File: src/rtl/div_pkg.sv
// Shared definitions for the execute-stage divide sequencer.
// Holds the FSM state type, the ALU control codes for DIV/DIVU, and the default operand width.
package div_pkg;

    localparam int DIV_WIDTH = 32;

    // ALU operation codes decoded in ID that select the divider in EX
    localparam logic [7:0] DIV_CONTROL  = 8'b0001_1010;
    localparam logic [7:0] DIVU_CONTROL = 8'b0001_1011;

    typedef enum logic [1:0] {
        S_IDLE = 2'b00,
        S_ZERO = 2'b01,
        S_ON   = 2'b10,
        S_END  = 2'b11
    } div_state_t;

    function automatic logic is_div_op(input logic [7:0] aluop);
        return (aluop == DIV_CONTROL) || (aluop == DIVU_CONTROL);
    endfunction

endpackage

File: src/rtl/div_seq_if.sv
// Request/response bundle between the EX stage (master) and the divide sequencer (slave).
interface div_seq_if import div_pkg::*; #(
    parameter int WIDTH = DIV_WIDTH
) ();

    logic                 start_i;
    logic                 signed_i;
    logic [WIDTH-1:0]     opdata1_i;
    logic [WIDTH-1:0]     opdata2_i;
    logic                 annul_i;
    logic [2*WIDTH-1:0]   result_o;
    logic                 ready_o;

    modport master (
        output start_i, signed_i, opdata1_i, opdata2_i, annul_i,
        input  result_o, ready_o
    );

    modport slave (
        input  start_i, signed_i, opdata1_i, opdata2_i, annul_i,
        output result_o, ready_o
    );

endinterface

File: src/rtl/div_seq_step.sv
// One combinational restoring-division iteration on the {remainder, dividend/quotient} register.
module div_step import div_pkg::*; #(
    parameter int WIDTH = DIV_WIDTH
) (
    input  logic [2*WIDTH:0]   i_part,
    input  logic [WIDTH-1:0]   i_divisor,
    output logic [2*WIDTH:0]   o_part_next,
    output logic               o_qbit
);

    // Upper bits after the left shift; the extra top bit keeps the trial sign exact.
    logic [WIDTH+1:0] w_upper;
    logic [WIDTH+1:0] w_trial;

    assign w_upper = i_part[2*WIDTH:WIDTH-1];
    assign w_trial = w_upper - {2'b00, i_divisor};
    assign o_qbit  = ~w_trial[WIDTH+1];

    assign o_part_next = {(o_qbit ? w_trial[WIDTH:0] : w_upper[WIDTH:0]),
                          i_part[WIDTH-2:0],
                          o_qbit};

endmodule

File: src/rtl/div_seq.sv
// Multi-cycle DIV/DIVU sequencer: 32 restoring steps, sign fix-up, one-cycle ready pulse.
// An EX flush or a dropped request abandons the operation without touching the result.
module div_seq import div_pkg::*; #(
    parameter int WIDTH = DIV_WIDTH
) (
    input  logic       clk,
    input  logic       resetn,
    div_seq_if.slave   bus
);

    localparam int              CNT_W     = $clog2(WIDTH) + 1;
    localparam logic [CNT_W-1:0] LAST_STEP = CNT_W'(WIDTH - 1);

    div_state_t            r_state;
    logic [CNT_W-1:0]      r_cnt;
    logic [2*WIDTH:0]      r_part;
    logic [WIDTH-1:0]      r_divisor;
    logic                  r_neg_q;
    logic                  r_neg_r;
    logic [2*WIDTH-1:0]    r_result;
    logic                  r_ready;

    logic                  w_op1_neg;
    logic                  w_op2_neg;
    logic [WIDTH-1:0]      w_mag1;
    logic [WIDTH-1:0]      w_mag2;
    logic [2*WIDTH:0]      w_part_next;
    logic                  w_qbit;
    logic [WIDTH-1:0]      w_quo_raw;
    logic [WIDTH-1:0]      w_rem_raw;
    logic [WIDTH-1:0]      w_quo_fix;
    logic [WIDTH-1:0]      w_rem_fix;
    logic                  w_abort;

    // Operands become magnitudes at accept; signs are re-applied on the final step.
    assign w_op1_neg = bus.signed_i & bus.opdata1_i[WIDTH-1];
    assign w_op2_neg = bus.signed_i & bus.opdata2_i[WIDTH-1];
    assign w_mag1    = w_op1_neg ? -bus.opdata1_i : bus.opdata1_i;
    assign w_mag2    = w_op2_neg ? -bus.opdata2_i : bus.opdata2_i;

    div_step #(.WIDTH(WIDTH)) u_step (
        .i_part      (r_part),
        .i_divisor   (r_divisor),
        .o_part_next (w_part_next),
        .o_qbit      (w_qbit)
    );

    assign w_quo_raw = {w_part_next[WIDTH-1:1], w_qbit};
    assign w_rem_raw = w_part_next[2*WIDTH-1:WIDTH];
    assign w_quo_fix = r_neg_q ? -w_quo_raw : w_quo_raw;
    assign w_rem_fix = r_neg_r ? -w_rem_raw : w_rem_raw;

    assign w_abort = bus.annul_i | ~bus.start_i;

    always_ff @(posedge clk or negedge resetn) begin
        if (!resetn) begin
            r_state   <= S_IDLE;
            r_cnt     <= '0;
            r_part    <= '0;
            r_divisor <= '0;
            r_neg_q   <= 1'b0;
            r_neg_r   <= 1'b0;
            r_result  <= '0;
            r_ready   <= 1'b0;
        end else begin
            r_ready <= 1'b0;
            case (r_state)
                S_IDLE: begin
                    if (bus.start_i && !bus.annul_i) begin
                        r_part    <= {{(WIDTH+1){1'b0}}, w_mag1};
                        r_divisor <= w_mag2;
                        r_neg_q   <= w_op1_neg ^ w_op2_neg;
                        r_neg_r   <= w_op1_neg;
                        r_cnt     <= '0;
                        r_state   <= (bus.opdata2_i == '0) ? S_ZERO : S_ON;
                    end
                end
                S_ZERO: begin
                    if (w_abort) begin
                        r_state <= S_IDLE;
                    end else begin
                        r_result <= '0;
                        r_ready  <= 1'b1;
                        r_state  <= S_END;
                    end
                end
                S_ON: begin
                    if (w_abort) begin
                        r_state <= S_IDLE;
                    end else begin
                        r_part <= w_part_next;
                        r_cnt  <= r_cnt + CNT_W'(1);
                        if (r_cnt == LAST_STEP) begin
                            r_result <= {w_rem_fix, w_quo_fix};
                            r_ready  <= 1'b1;
                            r_state  <= S_END;
                        end
                    end
                end
                S_END: begin
                    r_state <= S_IDLE;
                end
                default: begin
                    r_state <= S_IDLE;
                end
            endcase
        end
    end

    assign bus.result_o = r_result;
    assign bus.ready_o  = r_ready;

endmodule

File: src/flat_wrapper.sv
// flat-port wrapper written by rule: the top's interface ports become plain ports
module div_seq_flat import div_pkg::*;
#(
    parameter int WIDTH = DIV_WIDTH
)
  (clk, resetn, bus_start_i, bus_signed_i, bus_opdata1_i, bus_opdata2_i, bus_annul_i, bus_result_o, bus_ready_o);
  div_seq_if #(.WIDTH(WIDTH)) bus_i ();
  input  logic clk;
  input  logic resetn;
  input wire logic [$bits(bus_i.start_i)-1:0] bus_start_i;
  input wire logic [$bits(bus_i.signed_i)-1:0] bus_signed_i;
  input wire logic [$bits(bus_i.opdata1_i)-1:0] bus_opdata1_i;
  input wire logic [$bits(bus_i.opdata2_i)-1:0] bus_opdata2_i;
  input wire logic [$bits(bus_i.annul_i)-1:0] bus_annul_i;
  output wire logic [$bits(bus_i.result_o)-1:0] bus_result_o;
  output wire logic [$bits(bus_i.ready_o)-1:0] bus_ready_o;
  assign bus_i.start_i = bus_start_i;
  assign bus_i.signed_i = bus_signed_i;
  assign bus_i.opdata1_i = bus_opdata1_i;
  assign bus_i.opdata2_i = bus_opdata2_i;
  assign bus_i.annul_i = bus_annul_i;
  assign bus_result_o = bus_i.result_o;
  assign bus_ready_o = bus_i.ready_o;
  div_seq #(.WIDTH(WIDTH)) u_core (.clk(clk), .resetn(resetn), .bus(bus_i));
endmodule
File: config.mk
export PLATFORM = sky130hd
export DESIGN_NAME = div_seq_flat
export DESIGN_NICKNAME = d
export VERILOG_FILES = /design/src/rtl/div_pkg.sv /design/src/rtl/div_seq_if.sv /design/src/rtl/div_seq_step.sv /design/src/rtl/div_seq.sv /design/src/flat_wrapper.sv
export SDC_FILE = /design/constraint.sdc
export NUM_CORES = 1
export LEC_CHECK = 0
export CAP_MARGIN = 20
export CORE_ASPECT_RATIO = 1.2
export CORE_MARGIN = 8
export CORE_UTILIZATION = 40
export DETAILED_ROUTE_END_ITERATION = 12
export PLACE_DENSITY_LB_ADDON = 0.2
export SETUP_SLACK_MARGIN = 0.3
export SYNTH_ARGS = -nofsm -noshare
export SYNTH_HDL_FRONTEND = slang
export SYNTH_HIERARCHICAL = 1
export SYNTH_SLANG_ARGS = --single-unit
File: constraint.sdc
create_clock -name clk -period 7.09 [get_ports clk]
set_clock_uncertainty 0.05 [all_clocks]
set_input_delay 1.418 -clock clk [delete_from_list [all_inputs] [get_ports clk]]
set_output_delay 1.418 -clock clk [all_outputs]
set_load 0.02 [all_outputs]
# == Word level (Yosys, flattened, before mapping) ==
# Cells that the tools add are included.
# totals
reg_bits,172
mem_bits_rw,0
latch_bits,0
wordCells,64
mem_count,0
rom_bits,0
# classes
reduce_logical,10
multipliers,0
shifts,0
add_sub_neg,6
n_div,0
magnitude_cmp,0
n_eq_ne,9
n_bitwise,6
muxes,25
# ops
operator,n
64-bit two-way mux,3
65-bit two-way mux,2
65-bit one-hot mux with 2 select lines,1
32-bit two-way mux,4
32-bit negation,4
64-bit one-hot mux with 2 select lines,1
34-bit by 32-bit subtractor with 34-bit output,1
33-bit two-way mux,1
32-bit zero test,1
6-bit two-way mux,2
6-bit one-hot mux with 2 select lines,1
2-bit two-way mux,5
2-bit one-hot mux with 4 select lines,1
6-bit by 1-bit adder with 6-bit output (second input constant),1
6-bit by 5-bit == test with 1-bit output (second input constant),1
2-bit == test (second input constant),2
2-bit by 1-bit inequality test with 1-bit output (second input constant),2
2-bit inequality test (second input constant),2
2-bit AND reduction,2
4-bit AND reduction,1
2-bit nonzero test,2
1-bit two-way mux,3
3-bit by 1-bit inequality test with 1-bit output (second input constant),1
3-bit AND reduction,1
other kinds (9),11

# == Longest topological paths before layout ==
# Gate-level depths: netlist of the first run.
# logic_depth
ltp_word,7
ltp_mapped,19
ltp_nobuf,17

# == Hierarchy ==
# Netlist of the first run, hierarchy kept.
# modules_own_cells
module,seq_area_each_um2,cells_per_inst,n_inst,area_each_um2
div_seq,4304.1,1016,1,9527.9
div_step,0.0,338,1,2453.6

# == Least setup slack after synthesis of the first run ==
# No wires, ideal clock.
# synth_timing
path_type,register to register
from,register u_core.r_part[37]
to,"register u_core.r_result[62], in the netlist u_core/bus.result_o[62]"
path_slack_ns,2.641
setup_time_ns,0.131
stages_incl_launch_ff,17
n_path_buf,2
arrival_ns,4.268
path_cell_list,dfrtp_1 ha_1 clkbuf_1 nand2_1 or3b_1 a211oi_2 o31ai_1 and3_4 o31ai_4 xor2_1 buf_4 mux2_1 or4_4 or4_4 o31ai_4 xor2_1 o21ai_1
# synth_via
elab_chain_cells,7
# synth_rtl
item,line_no,rtl
"start, declared",div_seq.sv:16,logic [2*WIDTH:0] r_part;
"start signal, assigned",div_seq.sv:70,"r_part <= {{(WIDTH+1){1'b0}}, w_mag1};"
"start signal, assigned",div_seq.sv:91,r_part <= w_part_next;
34-bit by 32-bit subtractor with 34-bit output,div_seq_step.sv:16,"assign w_trial = w_upper - {2'b00, i_divisor};"
33-bit two-way mux,div_seq_step.sv:19,"assign o_part_next = {(o_qbit ? w_trial[WIDTH:0] : w_upper[WIDTH:0]),"
net u_core.w_part_next[58],div_seq.sv:27,logic [2*WIDTH:0] w_part_next;
32-bit negation,div_seq.sv:51,assign w_rem_fix = r_neg_r ? -w_rem_raw : w_rem_raw;
32-bit two-way mux,div_seq.sv:51,
64-bit two-way mux,div_seq.sv:93,if (r_cnt == LAST_STEP) begin
64-bit two-way mux,div_seq.sv:88,if (w_abort) begin
64-bit one-hot mux with 2 select lines,div_seq.sv:67,case (r_state)
"end signal, assigned",div_seq.sv:94,"r_result <= {w_rem_fix, w_quo_fix};"
"end, declared",div_seq.sv:20,logic [2*WIDTH-1:0] r_result;
# The timed path passes the listed nets, and every way through them passes these cells. The select of a mux whose other input is x is not followed.
# A chain may end at the register's enable or synchronous reset.

# == Worst setup path after layout of the first run ==
# layout_timing
from,register u_core.r_part[45]
to,"register u_core.r_result[51], in the netlist u_core/bus.result_o[51]"
# Same word-level chain as after synthesis.

==> results of run 1 <==
[layout by cell type, fill, tap and decap left out, types with 17 or more instances in the layout]
master	Yosys	final
dfrtp_1	172	172
nand2_1	164	164
clkdlybuf4s50_1	0	132
o21ai_0	116	116
xor2_1	87	86
a21oi_1	65	65
inv_1	63	63
xnor2_1	56	56
nor2_1	50	49
nand3_1	43	43
o31ai_1	43	43
ha_1	41	41
a22o_1	32	32
nor3_1	29	29
a21o_1	27	27
o21ai_1	21	21
mux2_1	20	20
clkbuf_16	0	17
[report_power, final]
part | internal [mW] | leakage [nW] | switching (mW)
registers | 1.34 | 2.27 | 0.409
logic | 2.03 | 3.38 | 3.13
clock network | 0.476 | 0.292 | 0.468
total | 3.84 | 5.94 | 4.00
[worst paths after layout]
kind | to | cells past startpoint
setup / recovery | u_core/bus.result_o[51] | 14
hold / removal | u_core/bus.result_o[42] | 2
setup reg to reg | u_core/bus.result_o[51] | 14
hold reg to reg | u_core/bus.result_o[42] | 2
max in group asynchronous | u_core/bus.result_o[1] | 2
min in group asynchronous | u_core/r_divisor[15] | 1
[worst max-delay path, stage by stage, from the launching register on]
cell	delay, ps
dfrtp_1	400
ha_1	400
nand4_1	170
or3b_1	420
a211oi_2	280
o31ai_1	110
and3_4	210
o31ai_4	260
xor2_4	630
mux2_1	480
nor4_2	480
nand4b_1	680
o41ai_1	610
xor2_1	190
o21ai_0	90
[kinds of logic (layout without fill, tap and decap cells)]
kind of cell / Yosys count / after routing / share of synthesized area (%)
xor+xnor: 143 / 143 / 10.5
fa+ha+maj: 42 / 42 / 4.45
simple gates: 393 / 393 / 16.7
buf+inv: 168 / 242 / 6.82
mux: 42 / 42 / 3.82
flops: 172 / 172 / 35.9
compound gates: 394 / 394 / 21.8
[metal layers]
metal	GRT usage, %	wire [um]	vias up
li1	-	-	4958
met1	21.7	14200	4961
met2	37.4	19000	236
met3	2.53	953	64
met4	8.90	1430	0
met5	0	0	-
[stage by stage]
| step | util [%] | std cells | instance area, um2 |
|---|---|---|---|
| after floorplan | - | 1354 | 12000 |
| after global placement | 45.2 | 1784 | 13300 |
| after detailed placement | 45.2 | 1784 | 13300 |
| after CTS | 47.2 | 1816 | 13900 |
| after global routing | 47.3 | 1818 | 14000 |
| final | 47.3 | 1818 | 14000 |
[state kept, by name, indices dropped and copies added (netlist names)]
register and flops:
u_core/r_cnt 6, u_core/r_neg_r 1, u_core/r_divisor 32, u_core/r_neg_q 1, u_core/bus.ready_o 1, u_core/bus.result_o 64
u_core/r_state 2, u_core/r_part 65
[area by class of cell]
type	instances	area share, %
clock buffer	17	3.04
clock inverter	15	1.23
inverter	63	1.69
multi-input combinational	1014	49.3
sequential	172	30.8
tap	390	3.49
timing repair buffer	147	10.4
==> results.ini, run 1 <==
[status]
outcome = finished, final reports clean

[placement]
place.gp.congestion = 0.898
io_buffers = 133
post-place-ws_ps = 1500
dpl.hpwl_um = 26800

[timing]
hold_viol = 0
max_slew_margin_pct = 24.2
fmax_mhz = 178
finalSetupTns_ps = 0
hold_slack_ps = 429
drv_slew = 0
period_share_pct = 79.3
worst-slew-pin-transition_ps = 1130
fin_crit_ps = 5620
rsz0062_at_grt = no
setup_viol_count_final = 0
fin_ws_ps = 1470

[clock_network]
clock_path_buffers = 2
numCtsBuffers = 17
cts-root-buf = clkbuf_16
post_cts_resized = 0
clock_sinks = 172
cts_hold_buffers = 0
cts_setup_buffers = 0
cts_tree = done
h-tree-depth = 4
clk_latency_ps = 430
clk_pin_slew_ps = 80

[synth]
yosys_register_bits = 172
ys_warn_count = 6
syn_area_mm2 = 0.0120
yosysSeqAreaShare_pct = 35.9
avgSynthCellArea_um2 = 8.85
synth_cells = 1354
synth_top_area_cell = dfrtp_1
synth_edf_count = 0
yosysMostFrequentCell = dfrtp_1
async_reset_ff_share_pct = 100
syn_nets = 1465
ys_types = 79
synth_top_area_share_pct = 35.9
synth_area_leaders = dfrtp_1 36%, xor2_1 6.4%, nand2_1 5.1%
synth_common_cells = 172 x dfrtp_1, 164 x nand2_1, 116 x o21ai_0
yosys_most_used_dff = dfrtp_1

[critical_path]
worstSetupStartpointType = register
startpoint = u_core/r_part[45]
endpoint_kind = register
reg2reg_from = u_core/r_part[45]
reg2reg_slack_ps = 1470
worstPathMaxFanout = 20
critPathRequiredTime_ps = 7320
arrival_ps = 5850
path_class = reg -> reg

[drt]
vias = 10219
route.detailed.drc = 0
viasPerCell = 5.62
drt_wl_total_um = 35600
wl_per_cell_um = 19.6
dr.first_iter.drc_count = 753
drtPass1Iterations = 5
ant_nets = 0

[pwr]
peakVddDrop_v = 0.000329
finalPower_mw = 7.85
p_leak_nw = 5.94
powerDensity_mw_per_mm2 = 562

[finish]
nets = 1526
n_antenna_cell = 0
area_growth_pct = 16.6
n_fill_cell = 2895
drive_above_1_share_pct = 6.37
multi_input_comb_area_mm2 = 0.00689
register_area_mm2 = 0.00430

[worst_hold_path]
min_path_type = reg -> reg
min_from = u_core/bus.result_o[42]

[global_route]
grt_util_all_layers_pct = 19.8
antenna_found_initial = 0
grt-ovfl-total = 0
grt_max_degree = 82
grt_pass1_wl_um = 56600
grt_pass1_vias = 10324

[floorplanning]
die_h_um = 206
die_x_um = 174
placementRows = 69
initial_utilization_pct = 40.6
coreArea_mm2 = 0.0295
ioPinCount = 134
dieArea_mm2 = 0.0358

[job]
maxCapViolCount = 0

(Power assumes the default switching activity.)
==> run 2: changes to the inputs <==
==> constraint.sdc (replaced) <==
create_clock -name clk -period 5.47 [get_ports clk]
set_clock_uncertainty 0.05 [all_clocks]
set_input_delay 1.094 -clock clk [delete_from_list [all_inputs] [get_ports clk]]
set_output_delay 1.094 -clock clk [all_outputs]
set_load 0.02 [all_outputs]
==> run 2 against run 1 <==
Via count up 0.92%. Total power up 35%. Critical path depth up 1.
==> results.ini, run 2 (synthesis gave the netlist of run 1 again) <==
[status]
outcome = finished, final reports clean

[floorplanning]
die_x_um = 174  ; unchanged
ioPinCount = 134  ; unchanged
coreArea_mm2 = 0.0295  ; unchanged
placementRows = 69  ; unchanged
die_h_um = 206  ; unchanged
dieArea_mm2 = 0.0358  ; unchanged
initial_utilization_pct = 40.6  ; unchanged

[clock_network]
clk_latency_ps = 430  ; about the same
cts_hold_buffers = 0  ; unchanged
numCtsBuffers = 17  ; unchanged
cts-root-buf = clkbuf_16
clock_path_buffers = 2  ; unchanged
clk_pin_slew_ps = 70  ; about the same
h-tree-depth = 4  ; unchanged
cts_tree = done
clock_sinks = 172  ; unchanged

[job]
maxCapViolCount = 0  ; unchanged

[global_route]
met2_usage_pct = 37.6  ; +0.17 points
grt_max_degree = 87  ; +6.1%
grt_use_met1_pct = 21.6  ; -0.13 points
grt_pass1_wl_um = 57600  ; +1.7%
grt.busiest_layer = met2
antenna_found_initial = 0  ; unchanged
grt-ovfl-total = 0  ; unchanged
grt_pass1_vias = 10556  ; +2.2%
use_met3_pct = 2.97  ; +0.44 points
grt_util_all_layers_pct = 20.0  ; +0.24 points

[finish]
top_register = u_core/r_part
area_growth_pct = 17.9
layout_commonest_cell = dfrtp_1
fin_cells = 1841  ; +1.3%
drive_above_1_share_pct = 7.79  ; +1.4 points
fin_util_pct = 47.9  ; +0.54 points
nets = 1549  ; +1.5%
n_antenna_cell = 0  ; unchanged
design_area_mm2 = 0.0141  ; +1.1%
largest_register_ffs = 65  ; unchanged
final_cell_mix = 172 x dfrtp_1, 164 x nand2_1, 132 x clkdlybuf4s50_1

[critical_path]
endpoint_kind = register
r2r_cells = 15  ; +1
arrival_ps = 5240  ; -610 ps
path_class = reg -> reg
worstPathMaxFanout = 8  ; -60%
crit_buf_inv = 1  ; +1
critical-path-top-delay-family = simple AND/OR/NAND/NOR gates
crit_path_max_incr_delay_ps = 580  ; -100 ps
crit_slowest_cell = or4_4
critPathRequiredTime_ps = 5730  ; -1590 ps
worstSetupStartpointType = register
path_depth = 15  ; +1
reg2reg_slack_ps = 500  ; -970 ps
crit_chain = ha_1 > and3_1 > or3b_1 > a211oi_2 > o31ai_1 > and3_4 > o31ai_4 > xor2_4 > buf_4 > mux2_1 > or4_4 > or4_4 > o31ai_4 > xor2_1 > o21ai_1

[timing]
hold_slack_ps = 428  ; -1.78 ps
setup_viol_count_final = 0  ; unchanged
drv_slew = 0  ; unchanged
fmax_mhz = 201  ; +13%
fin_crit_ps = 4970  ; -649 ps
max_slew_margin_pct = 27.2  ; +3.0 points
rsz0062_at_grt = yes
worst-slew-pin-transition_ps = 1090  ; -42.6 ps
period_share_pct = 90.9  ; +12 points
hold_viol = 0  ; unchanged
fin_ws_ps = 497  ; -971 ps
finalSetupTns_ps = 0  ; unchanged

[placement]
post-place-ws_ps = 38.4  ; -1460 ps
place.gp.congestion = 0.932  ; +3.8%
dpl.hpwl_um = 26700  ; -0.35%
dp.cells = 1802  ; +1.0%
placed_area_mm2 = 0.0135  ; +1.0%
io_buffers = 133  ; unchanged

[drt]
ant_nets = 0  ; unchanged
wl_per_cell_um = 19.2  ; -2.0%
route.detailed.drc = 0  ; unchanged
vias = 10313  ; +0.92%
dr.first_iter.drc_count = 630  ; -16%
viasPerCell = 5.60  ; -0.34%
drt_wl_total_um = 35300  ; -0.80%
drtPass1Iterations = 5  ; unchanged

[pwr]
finalPower_mw = 10.6  ; +35%
powerDensity_mw_per_mm2 = 751  ; +34%
p_leak_nw = 6.04  ; +1.7%
peakVddDrop_v = 0.000365  ; +11%

[worst_hold_path]
min_path_cells = 2  ; unchanged
min_path_type = reg -> reg

-- run 2: per-layer routing --
layer	share of wire (%)	wire length, um
met5	0	0
met3	2.9	1010
met4	4.7	1650
met2	54	19000
met1	39	13600
-- run 2: worst paths after layout --
kind,from,to
min reg2reg,u_core/r_divisor[14],u_core/r_divisor[14]
max reg2reg,u_core/r_part[39],u_core/bus.result_o[62]
min in group asynchronous,resetn,u_core/r_divisor[15]
max in group asynchronous,resetn,u_core/r_part[53]
max,u_core/r_part[39],u_core/bus.result_o[62]
min,u_core/r_divisor[14],u_core/r_divisor[14]
-- run 2: power breakdown --
group	total (mW)	leakage, nW	internal (mW)	switching, mW
registers	2.30	2.27	1.73	0.562
logic	7.14	3.50	2.98	4.16
clock network	1.18	0.277	0.622	0.561
-- run 2: worst min-delay path, stage by stage, from the launching register on --
cell and delay (ps):
dfrtp_1 340, nand2_1 40, o21ai_0 60
-- run 2: final cells by class --
type / instances / area, um2
Tap cell: 390 / 488
Inverter: 63 / 236
Clock buffer: 21 / 460
Clock inverter: 11 / 101
Timing Repair Buffer: 169 / 1600
Fill cell: 2882 / 15400
Multi-Input combinational cell: 1015 / 6940
Sequential cell: 172 / 4300
-- run 2: timing repair --
action / CTS / global route
resized for setup: 0 / 4
endpoints found under the hold margin: 0 / 0
pin swaps: 0 / 1
endpoints found under the setup margin: 23 / 17
setup buffers: 2 / 4
cloned: 1 / 0
==> run 3: changes to the inputs <==
--- a/config.mk
+++ b/config.mk
@@ -10,6 +10,7 @@
 export CORE_MARGIN = 8
 export CORE_UTILIZATION = 40
 export DETAILED_ROUTE_END_ITERATION = 12
+export GPL_ROUTABILITY_DRIVEN = 0
 export PLACE_DENSITY_LB_ADDON = 0.2
 export SETUP_SLACK_MARGIN = 0.3
 export SYNTH_ARGS = -nofsm -noshare
==> run 3 against run 2 <==
Routed wire length down 0.36%. Clock power up 7%. Critical path depth up 1. Global-route usage down 0.34 points. Core utilization up 0.11 points. Worst hold slack worse by 0.73 ps. Worst setup slack better by 19 ps. Sequential share of layout area down 0.072 points. Final cell count unchanged. Register-to-register slack better by 20 ps. Critical endpoint is now u_core/bus.result_o[63]. Largest cell class unchanged. Highest routed layer unchanged.
==> results.ini, run 3 (synthesis gave the netlist of run 1 again) <==
[clock_network]
clock_path_buffers = 2  ; unchanged
numCtsBuffers = 17  ; unchanged
cts_hold_buffers = 0  ; unchanged
cts_tree = done
h-tree-depth = 4  ; unchanged
clk_latency_ps = 430  ; about the same
cts-root-buf = clkbuf_16
clock_sinks = 172  ; unchanged
clk_pin_slew_ps = 70  ; about the same

[floorplanning]
dieArea_mm2 = 0.0358  ; unchanged
initial_utilization_pct = 40.6  ; unchanged
die_h_um = 206  ; unchanged
die_x_um = 174  ; unchanged
placementRows = 69  ; unchanged
coreArea_mm2 = 0.0295  ; unchanged
ioPinCount = 134  ; unchanged

[finish]
fin_cells = 1841  ; unchanged
n_antenna_cell = 0  ; unchanged
area_growth_pct = 18.2
nets = 1549  ; unchanged
multi_input_comb_area_mm2 = 0.00694  ; about the same
top_register = u_core/r_part
n_fill_cell = 2863  ; -0.66%
final_cell_mix = 172 x dfrtp_1, 164 x nand2_1, 132 x clkdlybuf4s50_1
drive_above_1_share_pct = 7.79  ; unchanged
register_area_mm2 = 0.00430  ; unchanged
layout_commonest_cell = dfrtp_1
largest_register_ffs = 65  ; unchanged

[critical_path]
arrival_ps = 5220  ; -20 ps
endpoint_kind = register
worstSetupStartpointType = register
worstPathMaxFanout = 7  ; -1
critPathRequiredTime_ps = 5730  ; about the same
path_class = reg -> reg

[global_route]
grt_max_degree = 102  ; +17%
grt-ovfl-total = 0  ; unchanged
grt_util_all_layers_pct = 19.7  ; -0.34 points
grt_pass1_vias = 10353  ; -1.9%
grt_pass1_wl_um = 56100  ; -2.4%
antenna_found_initial = 0  ; unchanged

[pwr]
p_leak_nw = 6.06  ; +0.25%
peakVddDrop_v = 0.000417  ; +15%
powerDensity_mw_per_mm2 = 757  ; +0.77%

[drt]
viasPerCell = 5.55  ; -0.94%
route.detailed.drc = 0  ; unchanged
dr.first_iter.drc_count = 600  ; -4.8%
drtPass1Iterations = 5  ; unchanged
ant_nets = 0  ; unchanged
vias = 10216  ; -0.94%
drt_wl_total_um = 35200  ; -0.36%
wl_per_cell_um = 19.1  ; -0.36%

[placement]
post-place-ws_ps = 101  ; +62.1 ps
dpl.hpwl_um = 26300  ; -1.3%
io_buffers = 133  ; unchanged
dp.cells = 1800  ; -0.11%

[timing]
rsz0062_at_grt = no
max_slew_margin_pct = 28.9  ; +1.7 points
drv_slew = 0  ; unchanged
period_share_pct = 90.6  ; -0.35 points
fin_ws_ps = 516  ; +19.0 ps
hold_viol = 0  ; unchanged
finalSetupTns_ps = 0  ; unchanged
setup_viol_count_final = 0  ; unchanged
fmax_mhz = 202  ; +0.38%
fin_crit_ps = 4950  ; -19.0 ps
worst-slew-pin-transition_ps = 1070  ; -25.0 ps

[job]
maxCapViolCount = 0  ; unchanged

[worst_hold_path]
min_path_type = reg -> reg

[status]
outcome = finished, final reports clean

-- run 3: changes by cell type in the layout (fill, tap and decap cells not counted), moves of 2 or more --
cell,previous run,this run
clkinv_4,5,2
clkinv_2,0,3
clkbuf_8,2,0
inv_6,4,6
bufinv_16,0,2
-- run 3: final timing paths --
| check | start | to | slack (ps) | cells after the start |
|---|---|---|---|---|
| worst max register to register | u_core/r_divisor[8] | u_core/bus.result_o[63] | 520 | 16 |
| worst min register to register | u_core/r_divisor[31] | u_core/r_divisor[31] | 430 | 1 |
| worst max-delay path | u_core/r_divisor[8] | u_core/bus.result_o[63] | 520 | 16 |
| min in group asynchronous | resetn | u_core/r_divisor[20] | 620 | 1 |
| max in group asynchronous | resetn | u_core/r_part[63] | 3740 | 2 |
| worst min-delay path | u_core/r_divisor[31] | u_core/r_divisor[31] | 430 | 1 |
-- run 3: cell type report --
class | instances | area share [%]
clock inverters | 14 | 1.10
multi-input cells | 1015 | 49.0
repair buffers | 169 | 11.4
inverters | 63 | 1.67
clock buffers | 18 | 3.03
flip-flops and latches | 172 | 30.4
well taps | 390 | 3.44
-- run 3: what timing repair did --
action,4_1_cts,5_1_grt
pin swaps,0,1
gates resized for setup,0,4
setup endpoints to repair,19,16
cloned,1,0
buffers inserted,5,3
-- run 3: layer usage --
| metal | routed length [um] | global-route usage (%) | vias up |
|---|---|---|---|
| li1 | - | - | 4993 |
| met1 | 13900 | 21.3 | 4963 |
| met2 | 19100 | 38.1 | 211 |
| met3 | 926 | 2.57 | 49 |
| met4 | 1270 | 7.67 | 0 |
| met5 | 0 | 0 | - |
-- run 3: power by group --
part           leakage [nW]  switching (mW)  total (mW)  internal, mW
registers              2.27           0.562        2.30          1.73
clock network         0.292           0.572        1.26         0.685
logic                  3.50            4.17        7.17          3.01
total                  6.06            5.30        10.7          5.43
-- run 3: critical path: stages (launching register included) --
cell and delay, ps:
dfrtp_1 360, inv_1 50, ha_2 400, and3_1 200, or3b_1 370, a211oi_2 300, o31ai_1 120, and3_4 220
o31ai_4 330, xor2_4 270, buf_4 210, mux2_1 390, or4_4 580, or4_4 460, nor4_2 310, or4_1 150
nand3_1 70
-- run 3: stage by stage --
step / hold slack [ps] / total power, mW / area [um2] / util, %
after floorplan: 399 / 7.18 / 12000 / -
after global placement: 414 / 9.11 / 13500 / 45.6
after detailed placement: 415 / 9.17 / 13500 / 45.6
after CTS: 432 / 10.6 / 14100 / 47.8
after global routing: 453 / 11.5 / 14200 / 48.0
final: 427 / 10.7 / 14200 / 48.0
